`config.mk`:
```
export PLATFORM = sky130hd
export DESIGN_NAME = memory_game_ctrl_flat
export DESIGN_NICKNAME = d
export VERILOG_FILES = /design/src/rtl/memory_game_ctrl_if.sv /design/src/rtl/memory_game_ctrl.sv /design/src/flat_wrapper.sv
export SDC_FILE = /design/constraint.sdc
export NUM_CORES = 1
export LEC_CHECK = 0
export CORE_MARGIN = 2
export CORE_UTILIZATION = 30
export CTS_CLUSTER_DIAMETER = 30
export DETAILED_ROUTE_END_ITERATION = 7
export GPL_ROUTABILITY_DRIVEN = 0
export SLEW_MARGIN = 20
export SYNTH_ARGS = -nofsm -noshare
export SYNTH_HDL_FRONTEND = slang
export SYNTH_SLANG_ARGS = --single-unit
export TNS_END_PERCENT = 20
```
`constraint.sdc`:
```
create_clock -name clk -period 6.3 [get_ports clk]
set_clock_uncertainty 0.05 [all_clocks]
set_input_delay 0.945 -clock clk [delete_from_list [all_inputs] [get_ports clk]]
set_output_delay 0.945 -clock clk [all_outputs]
set_load 0.005 [all_outputs]
```
`src/rtl/memory_game_ctrl_if.sv`:
```
// Keyboard event and animator card-lookup port of the memory-match game sequencer.
// key_strobe is a one-cycle valid with no ready: the sequencer samples key_in/key_released/ext on that cycle or drops the event.
interface memory_game_ctrl_if;
  logic       key_strobe;
  logic [7:0] key_in;
  logic       key_released;
  logic       ext;
  logic [3:0] rd_addr;
  logic [2:0] rd_val;

  modport master (output key_strobe, key_in, key_released, ext, rd_addr, input rd_val);
  modport slave  (input key_strobe, key_in, key_released, ext, rd_addr, output rd_val);
endinterface

```
`src/rtl/memory_game_ctrl.sv`:
```
// Memory-match game sequencer for a 4x4 board: cursor, card flips, pair compare,
// reveal timer, move count and win detect, driven by decoded PS/2 make codes.
module memory_game_ctrl #(
  parameter int SHOW_CYCLES = 50_000_000,
  parameter int MOVES_W     = 8
) (
  input  logic               clk,
  input  logic               reset,
  memory_game_ctrl_if.slave  kbd,
  output logic [3:0]         cursor,
  output logic [15:0]        face_up,
  output logic [15:0]        matched,
  output logic [MOVES_W-1:0] moves,
  output logic [2:0]         state_o,
  output logic               game_won
);
  localparam int TW = (SHOW_CYCLES > 1) ? $clog2(SHOW_CYCLES) : 1;
  localparam logic [TW-1:0]      T_LOAD   = TW'(SHOW_CYCLES - 1);
  localparam logic [TW-1:0]      T_ONE    = TW'(1);
  localparam logic [MOVES_W-1:0] MOVE_ONE = MOVES_W'(1);

  typedef enum logic [2:0] {
    S_IDLE  = 3'd0,
    S_START = 3'd1,
    S_SEL1  = 3'd2,
    S_SEL2  = 3'd3,
    S_CMP   = 3'd4,
    S_SHOW  = 3'd5,
    S_WIN   = 3'd6
  } state_t;

  state_t        state;
  logic [3:0]    seed;
  logic [3:0]    seed_lat;
  logic [3:0]    card_a;
  logic [3:0]    card_b;
  logic [TW-1:0] timer;

  logic key_ok, k_up, k_down, k_left, k_right, k_enter, k_space, k_esc;
  logic [3:0]  cur_nxt;
  logic [15:0] cur_bit;
  logic [15:0] ab_bits;
  logic        pick_ok;
  logic        pair_eq;

  // Pairs come from dropping the low bit after scrambling the index with the seed.
  function automatic logic [2:0] card_val(input logic [3:0] idx, input logic [3:0] s);
    logic [3:0] x;
    x = idx ^ s;
    return x[3:1];
  endfunction

  assign kbd.rd_val = card_val(kbd.rd_addr, seed_lat);
  assign state_o    = state;

  always_comb begin
    key_ok  = kbd.key_strobe && !kbd.key_released;
    k_up    = key_ok &&  kbd.ext && (kbd.key_in == 8'h75);
    k_down  = key_ok &&  kbd.ext && (kbd.key_in == 8'h72);
    k_left  = key_ok &&  kbd.ext && (kbd.key_in == 8'h6B);
    k_right = key_ok &&  kbd.ext && (kbd.key_in == 8'h74);
    k_enter = key_ok && !kbd.ext && (kbd.key_in == 8'h5A);
    k_space = key_ok && !kbd.ext && (kbd.key_in == 8'h29);
    k_esc   = key_ok && !kbd.ext && (kbd.key_in == 8'h76);

    // Up/down wrap through the whole board; left/right stay in the current row.
    cur_nxt = cursor;
    if (k_up)         cur_nxt = cursor - 4'd4;
    else if (k_down)  cur_nxt = cursor + 4'd4;
    else if (k_left)  cur_nxt = {cursor[3:2], cursor[1:0] - 2'd1};
    else if (k_right) cur_nxt = {cursor[3:2], cursor[1:0] + 2'd1};

    cur_bit = 16'd1 << cursor;
    pick_ok = k_space && !face_up[cursor] && !matched[cursor];
    ab_bits = (16'd1 << card_a) | (16'd1 << card_b);
    pair_eq = card_val(card_a, seed_lat) == card_val(card_b, seed_lat);
  end

  always_ff @(posedge clk or posedge reset) begin
    if (reset) begin
      state    <= S_IDLE;
      seed     <= '0;
      seed_lat <= '0;
      card_a   <= '0;
      card_b   <= '0;
      timer    <= '0;
      cursor   <= '0;
      face_up  <= '0;
      matched  <= '0;
      moves    <= '0;
      game_won <= 1'b0;
    end else begin
      seed <= seed + 4'd1;
      if (k_esc && (state inside {S_SEL1, S_SEL2, S_SHOW, S_WIN})) begin
        state    <= S_START;
        game_won <= 1'b0;
      end else begin
        if (state inside {S_SEL1, S_SEL2, S_SHOW}) cursor <= cur_nxt;
        case (state)
          S_IDLE: if (k_enter) state <= S_START;
          S_START: begin
            seed_lat <= seed;
            face_up  <= '0;
            matched  <= '0;
            moves    <= '0;
            timer    <= '0;
            state    <= S_SEL1;
          end
          S_SEL1: if (pick_ok) begin
            face_up <= face_up | cur_bit;
            card_a  <= cursor;
            state   <= S_SEL2;
          end
          S_SEL2: if (pick_ok) begin
            face_up <= face_up | cur_bit;
            card_b  <= cursor;
            if (moves != '1) moves <= moves + MOVE_ONE;
            state   <= S_CMP;
          end
          S_CMP: begin
            if (pair_eq) begin
              matched <= matched | ab_bits;
              face_up <= face_up & ~ab_bits;
              if ((matched | ab_bits) == 16'hFFFF) begin
                state    <= S_WIN;
                game_won <= 1'b1;
              end else begin
                state <= S_SEL1;
              end
            end else begin
              timer <= T_LOAD;
              state <= S_SHOW;
            end
          end
          S_SHOW: begin
            if (timer == '0) begin
              face_up <= face_up & ~ab_bits;
              state   <= S_SEL1;
            end else begin
              timer <= timer - T_ONE;
            end
          end
          S_WIN: if (k_enter) begin
            state    <= S_START;
            game_won <= 1'b0;
          end
          default: state <= S_IDLE;
        endcase
      end
    end
  end
endmodule

```
`src/flat_wrapper.sv`:
```
// flat-port wrapper written by rule: the top's interface ports become plain ports
module memory_game_ctrl_flat 
#(
  parameter int SHOW_CYCLES = 50_000_000,
  parameter int MOVES_W     = 8
)
  (clk, reset, cursor, face_up, matched, moves, state_o, game_won, kbd_key_strobe, kbd_key_in, kbd_key_released, kbd_ext, kbd_rd_addr, kbd_rd_val);
  memory_game_ctrl_if kbd_i ();
  input  logic clk;
  input  logic reset;
  output logic [3:0] cursor;
  output logic [15:0] face_up;
  output logic [15:0] matched;
  output logic [MOVES_W-1:0] moves;
  output logic [2:0] state_o;
  output logic game_won;
  input wire logic [$bits(kbd_i.key_strobe)-1:0] kbd_key_strobe;
  input wire logic [$bits(kbd_i.key_in)-1:0] kbd_key_in;
  input wire logic [$bits(kbd_i.key_released)-1:0] kbd_key_released;
  input wire logic [$bits(kbd_i.ext)-1:0] kbd_ext;
  input wire logic [$bits(kbd_i.rd_addr)-1:0] kbd_rd_addr;
  output wire logic [$bits(kbd_i.rd_val)-1:0] kbd_rd_val;
  assign kbd_i.key_strobe = kbd_key_strobe;
  assign kbd_i.key_in = kbd_key_in;
  assign kbd_i.key_released = kbd_key_released;
  assign kbd_i.ext = kbd_ext;
  assign kbd_i.rd_addr = kbd_rd_addr;
  assign kbd_rd_val = kbd_i.rd_val;
  memory_game_ctrl #(.SHOW_CYCLES(SHOW_CYCLES), .MOVES_W(MOVES_W)) u_core (.clk(clk), .reset(reset), .kbd(kbd_i), .cursor(cursor), .face_up(face_up), .matched(matched), .moves(moves), .state_o(state_o), .game_won(game_won));
endmodule
```
---- Yosys cells after proc, flatten, opt, wreduce, memory -nomap -nowiden ----
Index checks and enable logic that the tools add are counted.
Widths: inputs -> output; s select.
word-level totals
  register bits after elaboration ......... 90
  latch bits .............................. 0
  RAM bits ................................ 0
  memory bits (read-only) ................. 0
  input port bits ......................... 17
  output and inout bits ................... 51
  memories kept ........................... 0
operators by class
  add/sub/neg operators ................... 7
  multiply operators ...................... 0
  div/mod/pow operators ................... 0
  magnitude comparators ................... 1
  equality and inequality tests ........... 30
  shifts and indexed selects .............. 3
  mux-type cells .......................... 33
  bitwise logic cells ..................... 9
  reduce and logical (&&, ||, !) cells .... 41
operators by type and width
  cell                   number
  $pmux 26 s3            1
  $mux 16                4
  $pmux 16 s4            1
  $mux 26                2
  $eq 8x7->1 const B     6
  $or 16x16->16          3
  $shl 1x4->16 const A   3
  $pmux 16 s2            1
  $logic_not 26->1       1
  $sub 26x1->26 const B  1
  $mux 3                 7
  $pmux 3 s6             1
  $and 16x16->16         1
  $eq 16x16->1 const B   1
  $mux 8                 2
  $not 16->16            1
  $pmux 8 s2             1
  $reduce_and 4->1       4
  $reduce_and 3->1       5
  $logic_and 1x1->1      13
  $mux 4                 3
  $reduce_bool 4->1      3
  $xor 4x4->4            3
  $eq 3x3->1 const B     3
  29 further kinds       53

---- Depth between registers and ports, before layout ----
Gate-level depths: netlist (run 1).
  word-level depth ........................ 9
  gate-level depth with buffers ........... 9

---- Worst setup path after synthesis (run 1) ----
OpenSTA, ideal clock, no wires.
  kind .................................... input port to flip-flop
  from .................................... in kbd_ext
  to ...................................... reg u_core.timer[23]
  arrival time ............................ 2.573 ns
  setup slack ............................. 3.578 ns
  cell stages on the path ................. 8
  buffers on the path ..................... 2
  path through ............................ or3b_1 -> or3_1 -> buf_6 -> o31ai_4 -> a311oi_4 -> buf_6 -> mux2i_1 -> a311oi_1
between the ends
  cells in the longest elaborated chain, start to end .. 6
RTL lines
  item                             RTL line                 RTL
  from (decl)                      flat_wrapper.sv:20       input wire logic [$bits(kbd_i.ext)-1:0] kbd_ext;
  $logic_not 1->1                  memory_game_ctrl.sv:64   k_esc = key_ok && !kbd.ext && (kbd.key_in == 8'h76);
  $logic_and 1x1->1 (2 in series)  memory_game_ctrl.sv:64
  $logic_and 1x1->1                memory_game_ctrl.sv:94   if (k_esc && (state inside {S_SEL1, S_SEL2, S_SHOW, S_WIN})) begin
  $not 1->1 (no line)              -
  $reduce_and 4->1 (no line)       -
  to (signal assigned)             memory_game_ctrl.sv:140  timer <= timer - T_ONE;
  to (decl)                        memory_game_ctrl.sv:37   logic [TW-1:0] timer;
No other way between the ends.
A chain may end at the register's enable or synchronous reset.

---- Worst setup path after layout (run 1) ----
  from .................................... in kbd_key_in[1]
  to ...................................... reg u_core.face_up[15]
between the ends
  cells in the longest elaborated chain, start to end .. 6
  elaborated cells between the ends (all ways) .. 10
RTL lines
  item                             RTL line                 RTL
  from (decl)                      flat_wrapper.sv:18       input wire logic [$bits(kbd_i.key_in)-1:0] kbd_key_in;
  $eq 8x6->1                       memory_game_ctrl.sv:63   k_space = key_ok && !kbd.ext && (kbd.key_in == 8'h29);
  $logic_and 1x1->1                memory_game_ctrl.sv:63
  $logic_and 1x1->1 (2 in series)  memory_game_ctrl.sv:74   pick_ok = k_space && !face_up[cursor] && !matched[cursor];
  $ne 2x1->1 (no line)             -
  $reduce_and 5->1 (no line) *     -
  to (signal assigned)             memory_game_ctrl.sv:110  face_up <= face_up | cur_bit;
  to (signal assigned)             memory_game_ctrl.sv:115  face_up <= face_up | cur_bit;
  to (signal assigned)             memory_game_ctrl.sv:123  face_up <= face_up & ~ab_bits;
  to (decl)                        memory_game_ctrl.sv:11   output logic [15:0] face_up,
Every way passes the cells marked *; elsewhere a longest branch is shown, timed or not.

==> results of run 1 <==
==> registers in the layout (all words and copies together) (netlist names) <==
| signal | count |
|---|---|
| u_core.timer | 26 |
| u_core.face_up | 16 |
| u_core.matched | 16 |
| u_core.moves | 8 |
| u_core.card_a | 4 |
| u_core.card_b | 4 |
| u_core.cursor | 4 |
| u_core.seed | 4 |
| u_core.seed_lat | 3 |
| u_core.state_o | 3 |
| u_core.game_won | 1 |
==> critical path, stage by stage <==
cell                              delay (ns)
sky130_fd_sc_hd__clkdlybuf4s50_1        0.58
sky130_fd_sc_hd__or3b_1                 0.44
sky130_fd_sc_hd__nor3_1                 0.58
sky130_fd_sc_hd__o41ai_1                0.24
sky130_fd_sc_hd__a21boi_2               0.62
sky130_fd_sc_hd__nor2_1                 0.19
sky130_fd_sc_hd__a21oi_1                0.18
==> cell usage in the layout, fill, tap and decap left out, types with 6 or more instances in the layout <==
cell and instances:
sky130_fd_sc_hd__nand2_1 49, sky130_fd_sc_hd__nor3b_1 10, sky130_fd_sc_hd__dfrtp_1 89, sky130_fd_sc_hd__inv_1 25
sky130_fd_sc_hd__a21oi_1 38, sky130_fd_sc_hd__nor3_1 25, sky130_fd_sc_hd__xor2_1 7, sky130_fd_sc_hd__and3_1 6
sky130_fd_sc_hd__o31ai_1 20, sky130_fd_sc_hd__nor4_1 11, sky130_fd_sc_hd__o41ai_1 12, sky130_fd_sc_hd__nand2b_1 11
sky130_fd_sc_hd__o21ai_1 12, sky130_fd_sc_hd__o221ai_1 8, sky130_fd_sc_hd__o22ai_1 19, sky130_fd_sc_hd__clkbuf_16 9
sky130_fd_sc_hd__clkdlybuf4s50_1 66, sky130_fd_sc_hd__mux2i_1 16, sky130_fd_sc_hd__nor2b_1 7, sky130_fd_sc_hd__mux2_2 7
sky130_fd_sc_hd__nor2_1 69, sky130_fd_sc_hd__a31oi_1 6, sky130_fd_sc_hd__nand4_1 10, sky130_fd_sc_hd__nand3_1 27
sky130_fd_sc_hd__o21ai_0 13
==> final timing paths <==
| check | start | end | slack (ns) | cells after the start |
|---|---|---|---|---|
| max | kbd_key_in[1] | u_core.face_up[15] | 2.74 | 7 |
| min | u_core.seed[0] | u_core.seed[0] | 0.40 | 1 |
| max reg2reg | u_core.cursor[1] | u_core.card_a[3] | 3.31 | 6 |
| min reg2reg | u_core.seed[0] | u_core.seed[0] | 0.40 | 1 |
| max in group asynchronous | reset | u_core.timer[3] | 4.23 | 3 |
| min in group asynchronous | reset | u_core.moves[5] | 1.03 | 2 |
==> power by group <==
part / switching, uW / internal (uW)
clock network: 245 / 308
registers: 110 / 637
logic: 533 / 292
==> cells in the mapped netlist (all sizes together), types with 2 or more instances <==
master and n:
o221ai 8, a221o 5, ha 4, nor3 29, nand2b 11, inv 26
o41ai 12, mux2 8, a21boi 2, clkbuf 19, xor2 7, nand3 28
nor3b 11, o311ai 6, a311oi 6, o21a 2, o2111ai 3, nand2 50
mux2i 16, nand4bb 2, nor4b 2, xnor2 5, nor4 12, buf 19
a211oi 6, dfrtp 89, nor2 69, nand4 11, a21oi 38, and2 3
nor2b 7, o22ai 19, or4b 2, nand3b 2, a31o 2, or3 4
a31oi 6, or2 9, o21ai 25, and3 7, o22a 2, o31ai 21
==> logic make-up after synthesis <==
logic type               count (synthesis)  share of synthesized area
buffers and inverters                   64                     0.0562
XOR/XNOR                                12                     0.0187
AO/OA/AOI/OAI                          171                      0.217
adder cells (fa/ha/maj)                  4                    0.00892
multiplexers                            25                     0.0486
flip-flops                              89                      0.397
AND/OR/NAND/NOR                        267                      0.253
==> area by class of cell <==
cell class,instances,area share
timing repair buffer,71,0.105
clock buffer,11,0.0349
multi-input combinational,479,0.460
clock inverter,5,0.00843
tap,234,0.0439
sequential,89,0.334
inverter,26,0.0150
==> routing by layer <==
layer	wire [um]	up-vias	track usage
met2	7130	183	0.245
li1	-	2450	-
met3	930	28	0.0262
met5	0	-	0
met1	8000	2537	0.250
met4	342	0	0.0616
==> per-stage QoR <==
| step | area [um2] | utilization | hold slack, ns |
|---|---|---|---|
| finish | 6680 | 0.360 | 0.400 |
| global route | 6680 | 0.360 | 0.432 |
| CTS | 6670 | 0.360 | 0.404 |
| detailed placement | 6380 | 0.345 | 0.393 |
| global placement | 6380 | 0.345 | 0.395 |
| floorplan | 5610 | - | 0.372 |
==> run summary, run 1 <==
Compared with the post-synthesis result, the final layout area differs by 19.0%. The final standard cell count with taps included and fillers excluded is 915, and the final number of setup-violating endpoints is 0. For this design the static power due to leakage is 0.00265 uW.

The tools report the hold violation total from the final report as 0. The tools report the number of core rows as 50. The clock-pin slew on the worst setup and hold paths came out at 0.06 ns. The number of distinct library cells after synthesis was 80. From left edge to right edge, the die measures 141 um. Global routing finished with a remaining overflow of 0. The detailed router finished its first iteration with 443 violations.

Among all flip-flop cells after synthesis, the most frequent one is sky130_fd_sc_hd__dfrtp_1. The logs give 632 for the count of mapped cells out of synthesis and 18500 um2 for the total core area. The tools report the global routing usage summed across all routing layers as 0.168. Worst slew slack as a fraction of its limit: 0.451. 0 antenna diodes ended up in the layout. In this run the power density over the cells is 318 nW/um2. The setup path with the least slack is of type input pin to register. Once detailed placement completed, the half-perimeter wirelength came to 11400 um.

In this run the number of H-tree levels came out at 3. Setup repair after global routing left no endpoint under its margin. CTS saw 89 sinks.

Proportion of register bits with asynchronous set or reset after synthesis: 1.00. In this run, post-CTS hold repair placed 0 buffers. Across all layers, the routed design uses 5198 vias. The tools report the total of cells resized after clock tree synthesis as 0. The number of nets in the layout was 697. Yosys mapped a number of flops with a built-in enable equal to 0. Endpoint kind of the worst setup timing path: a register. The chip height came out at 141 um.

Clock tree synthesis inserted a total of 9 buffers. The number of buffers on the longest clock path is 2. TritonCTS built the clock tree. For this run, the number of Yosys warnings is 0. A synthesized cell averages 8.88 um2.

Summing all flip-flop and latch instances after layout gives 2230 um2. Wire length after detailed routing: 16400 um. The slew at the pin closest to its max-slew limit was 0.823 ns. The flow ran to the end, and the final reports show no timing, DRC or antenna violations. Of all nets on the critical path, the largest fanout is 13. The starting density of the core is 0.303, and the routed length per placed instance is 17.9 um.

For the required time of the critical path, the log shows 6.52 ns. The logs give 5 for the first-pass detailed-route iteration total and 57 for the largest net degree at the start of global routing. The clock period could shrink to 3.56 ns. In this run the count of I/O pins placed on the die edge is 68.

Dividing the detail-routed via count by the number of cells gives 5.68. The number of nets in the synthesized netlist is 653. The worst path setup slack after routing was 2.74 ns. The layout has 1935 filler cells. By area the synthesized netlist is led by sky130_fd_sc_hd__dfrtp_1 40%, sky130_fd_sc_hd__nor2_1 4.6%, sky130_fd_sc_hd__a21oi_1 3.4%, sky130_fd_sc_hd__nand2_1 3.3%, sky130_fd_sc_hd__mux2i_1 2.9%. The count of input and output buffers works out to 66.

The mapped netlist covers 5610 um2. IR analysis of the VDD net gives a maximum drop of 268 uV. The cell count after placement came out at 899. The share of synthesized area occupied by flip-flops and latches is 0.397, and the first-pass GRT wire length is 26600 um. The clock reaches the later pin of the worst-skew pair after 0.36 ns.

The area taken by multi-input logic gates came out at 3070 um2. In the final timing run, aggregate negative setup slack is 0 ns. Die footprint: 19800 um2. The final period utilization came out at 0.565. The worst setup path is launched from an input pin. Buffers added to address setup during post-CTS repair amount to 0. Library cell occupying the most area in the post-synthesis netlist: sky130_fd_sc_hd__dfrtp_1. The share of final-layout standard cells stronger than drive strength 1 works out to 0.0778. The share of the synthesized area in the top cell type was 0.397.

Derived from the worst setup path, the maximum achievable clock frequency is 0.281 GHz. The count of unresolved DRC violations after routing is 0, and the total count of max-transition violations in the final report is 0. The max capacitance violation total came out at 0. The pre-CTS setup slack is 2.39 ns. The logs give 0 for the number of routed nets with antenna violations and 4804 for the via count of the first global-routing pass. The worst hold path belongs to the class register to register.

The run gives 0 as the number of antenna violations at the first check in global routing. Power comes to 2130 uW. The flop and latch count out of synthesis works out to 89.

The cell at the root of the clock tree is sky130_fd_sc_hd__clkbuf_16. Data arrives at the worst endpoint at 3.78 ns.
(Power assumes the default switching activity.)
==> run 2: changes to the inputs <==
==> constraint.sdc (replaced) <==
create_clock -name clk -period 3.63 [get_ports clk]
set_clock_uncertainty 0.05 [all_clocks]
set_input_delay 0.5445 -clock clk [delete_from_list [all_inputs] [get_ports clk]]
set_output_delay 0.5445 -clock clk [all_outputs]
set_load 0.005 [all_outputs]
==> run 2 against run 1 <==
  * Count of clock-buffer cells in the layout fell by 2
  * Die area did not move
  * Via count rose by 2.2%
  * Combinational power rose by 78%
  * Core utilization rose by 0.53 points
  * Routed wire length rose by 2.2%
  * Worst setup slack got worse by 2.0 ns
  * Largest power group unchanged
==> run summary, run 2 (synthesized netlist as in run 1, its figures left out) <==
The run finished with clean final reports. The worst path buffer plus inverter count is 2 (+1). In this run the critical register-to-register path is launched from u_core.cursor[0].

For the setup TNS after final layout, the log shows 0 ns (unchanged). For the global-route congestion overflow total, the log shows 0 (unchanged). The clock-pin slew on the worst setup and hold paths came out at 0.06 ns (about the same).

The vias per cell was 5.73 (+0.94%). The slowest cell on the critical path is sky130_fd_sc_hd__a311oi_4. The horizontal die dimension came out at 141 um (unchanged).

The logs give 0 (unchanged) for the hold violation total from the final report and 0.80 ns (-2.51 ns) for the reg-to-reg setup timing slack. In the final layout, the registers with the most flip-flops are u_core.timer x26, u_core.face_up x16, u_core.matched x16. The final period utilization was 0.803; the relative area change from synthesis to final layout was 20.8%.

The H-tree depth came out at 3 (unchanged). The reg-to-reg critical path endpoint was u_core.moves[5]. The share of final-layout standard cells stronger than drive strength 1 is 0.0939 (+0.0161), and the count of unresolved DRC violations after routing is 0 (unchanged).

The run gives 5310 (+2.2%) as the count of vias placed by the detailed router. The path with the worst hold slack has its endpoint at u_core.seed[0]. The run gives 580 (+31%) as the first-iteration detailed-routing DRC count. Slew at the pin closest to its max-slew limit: 0.955 ns (+0.132 ns). For the number of nets in the layout, the log shows 708 (+1.6%). Number of diodes added for antenna fixing: 0 (unchanged). The total count of max-transition violations in the final report is 0 (unchanged).

By startpoint and endpoint, the worst setup path is classified as input pin to register. The clock period could shrink to 2.92 ns. The wire length after detailed routing was 16800 um (+2.2%); the number of sinks handled by clock tree synthesis was 89 (unchanged). The die footprint was 19800 um2 (unchanged). TritonCTS built the clock tree. The tools report the cell at the root of the clock tree as sky130_fd_sc_hd__clkbuf_16. The clock latency on the worst-skew pair came out at 0.36 ns (about the same). The global routing usage summed across all routing layers came out at 0.171 (+0.00338). For the via count of the first global-routing pass, the log shows 4898 (+2.0%). Number of buffers on the longest clock path: 2 (unchanged).

The tools report the first-pass GRT wire length as 27100 um (+1.7%). The max capacitance violation total was 0 (unchanged). The number of cell instances on the worst register-to-register path is 7 (+1), and the total of cells resized after clock tree synthesis is 0 (unchanged). The total core area was 18500 um2 (unchanged); the maximum VDD drop was 350 uV (+31%). The standby leakage power came out at 0.00271 uW (+2.4%). Number of core rows: 50 (unchanged). The timing-limited maximum frequency was 0.343 GHz.

Register ranked first by flip-flop count: u_core.timer. Maximum net fanout on the critical path: 14 (+1). Leaving out fill and tap cells, the most frequent cell in the layout is sky130_fd_sc_hd__dfrtp_1. Number of antenna violations at the first check in global routing: 0 (unchanged). Setup repair after global routing left no endpoint under its margin. The kind of launch point of the worst setup path was an input pin. The run gives 0 (unchanged) as the number of routed nets with antenna violations. The run gives 3.10 ns (-0.68 ns) as the arrival time at the worst endpoint. Flip-flop count of the largest register after layout: 26 (unchanged).

The power density relative to cell area was 552 nW/um2 (+74%); the placed wire-length estimate was 11700 um (+2.6%). Traced cell by cell, the critical path runs through clkdlybuf4s50_1, or3b_1, or3_1, o31ai_4, a311oi_4, buf_4, mux2i_1, nor3_1. For the first-pass detailed-route iteration total, the log shows 6 (+1). The endpoint kind of the worst setup timing path was a register.

The delay of the slowest critical-path stage is 0.87 ns (+0.25 ns). The top cell types in the final layout, fill and taps aside, are 89 x sky130_fd_sc_hd__dfrtp_1, 69 x sky130_fd_sc_hd__nor2_1, 66 x sky130_fd_sc_hd__clkdlybuf4s50_1. The tools report the post-route worst hold slack as 0.413 ns (+0.0132 ns). The number of buffers created by CTS is 9 (unchanged).

The worst hold path belongs to the class register to register. The starting density of the core came out at 0.303 (unchanged). The logs give 0 (unchanged) for the final number of setup-violating endpoints and 3.81 ns (-2.71 ns) for the required time of the critical path. Among cell families on the critical path, the largest total delay comes from compound AO/OA/AOI/OAI gates. The cell count of the worst hold path is 1 (unchanged), and the routed length per placed instance is 18.1 um (+0.96%). The largest net degree at the start of global routing is 55 (-3.5%), and the count of input and output buffers is 66 (unchanged). The run gives 0 (unchanged) as the number of buffers inserted by post-CTS setup repair. The chip height is 141 um (unchanged), and the worst slew slack as a fraction of its limit is 0.363 (-0.0879). The number of hold buffers added after CTS came out at 0 (unchanged).

The boundary pin count came out at 68 (unchanged). In this run the most critical hold path is launched from u_core.seed[0].
[run 2: layout make-up]
type,count,area [um2]
clock inverter,7,70.1
multi-input combinational,479,3070
sequential,89,2230
fill,1910,11700
inverter,26,98.8
timing repair buffer,82,793
tap,234,293
clock buffer,9,225
[run 2: worst max path at each step]
stage	start	cells after the start	endpoint	slack (ns)
floorplan	reset	1	u_core.card_a[0]	0.73
global placement	kbd_key_in[1]	8	u_core.timer[4]	0.37
detailed placement	kbd_key_in[1]	8	u_core.timer[4]	0.33
CTS	kbd_key_in[1]	8	u_core.timer[4]	0.69
global route	kbd_key_in[1]	7	u_core.face_up[5]	0.50
finish	kbd_key_in[1]	8	u_core.timer[4]	0.71
[run 2: stage by stage]
step	util	area (um2)	instances	setup WS, ns	total power, uW
after floorplan	-	5610	632	0.729	2340
after global placement	0.350	6480	910	0.367	2770
after CTS	0.366	6770	926	0.690	3760
final	0.366	6770	926	0.714	3740
after global routing	0.366	6770	926	0.500	3970
after detailed placement	0.350	6480	910	0.331	2790
[run 2: worst reg2reg max path, cell delays in order (launching register included)]
cell                       delay, ns
sky130_fd_sc_hd__dfrtp_1        0.66
sky130_fd_sc_hd__or4b_1         0.63
sky130_fd_sc_hd__o311ai_1       0.14
sky130_fd_sc_hd__o22a_2         0.27
sky130_fd_sc_hd__and3_1         0.39
sky130_fd_sc_hd__buf_4          0.22
sky130_fd_sc_hd__nand4_4        0.13
sky130_fd_sc_hd__o31ai_1        0.25
[run 2: layer usage]
metal / up-vias / track usage / part of all wire
li1: 2491 / - / -
met1: 2585 / 0.261 / 0.49
met2: 205 / 0.241 / 0.42
met3: 29 / 0.0306 / 0.064
met4: 0 / 0.0616 / 0.022
met5: - / 0 / 0
[run 2: report_power, final]
group	total (uW)	switching (uW)	internal, uW	leakage [uW]
combinational	1470	933	539	0.00136
sequential	1310	208	1110	0.00120
clock	957	423	534	0.000146
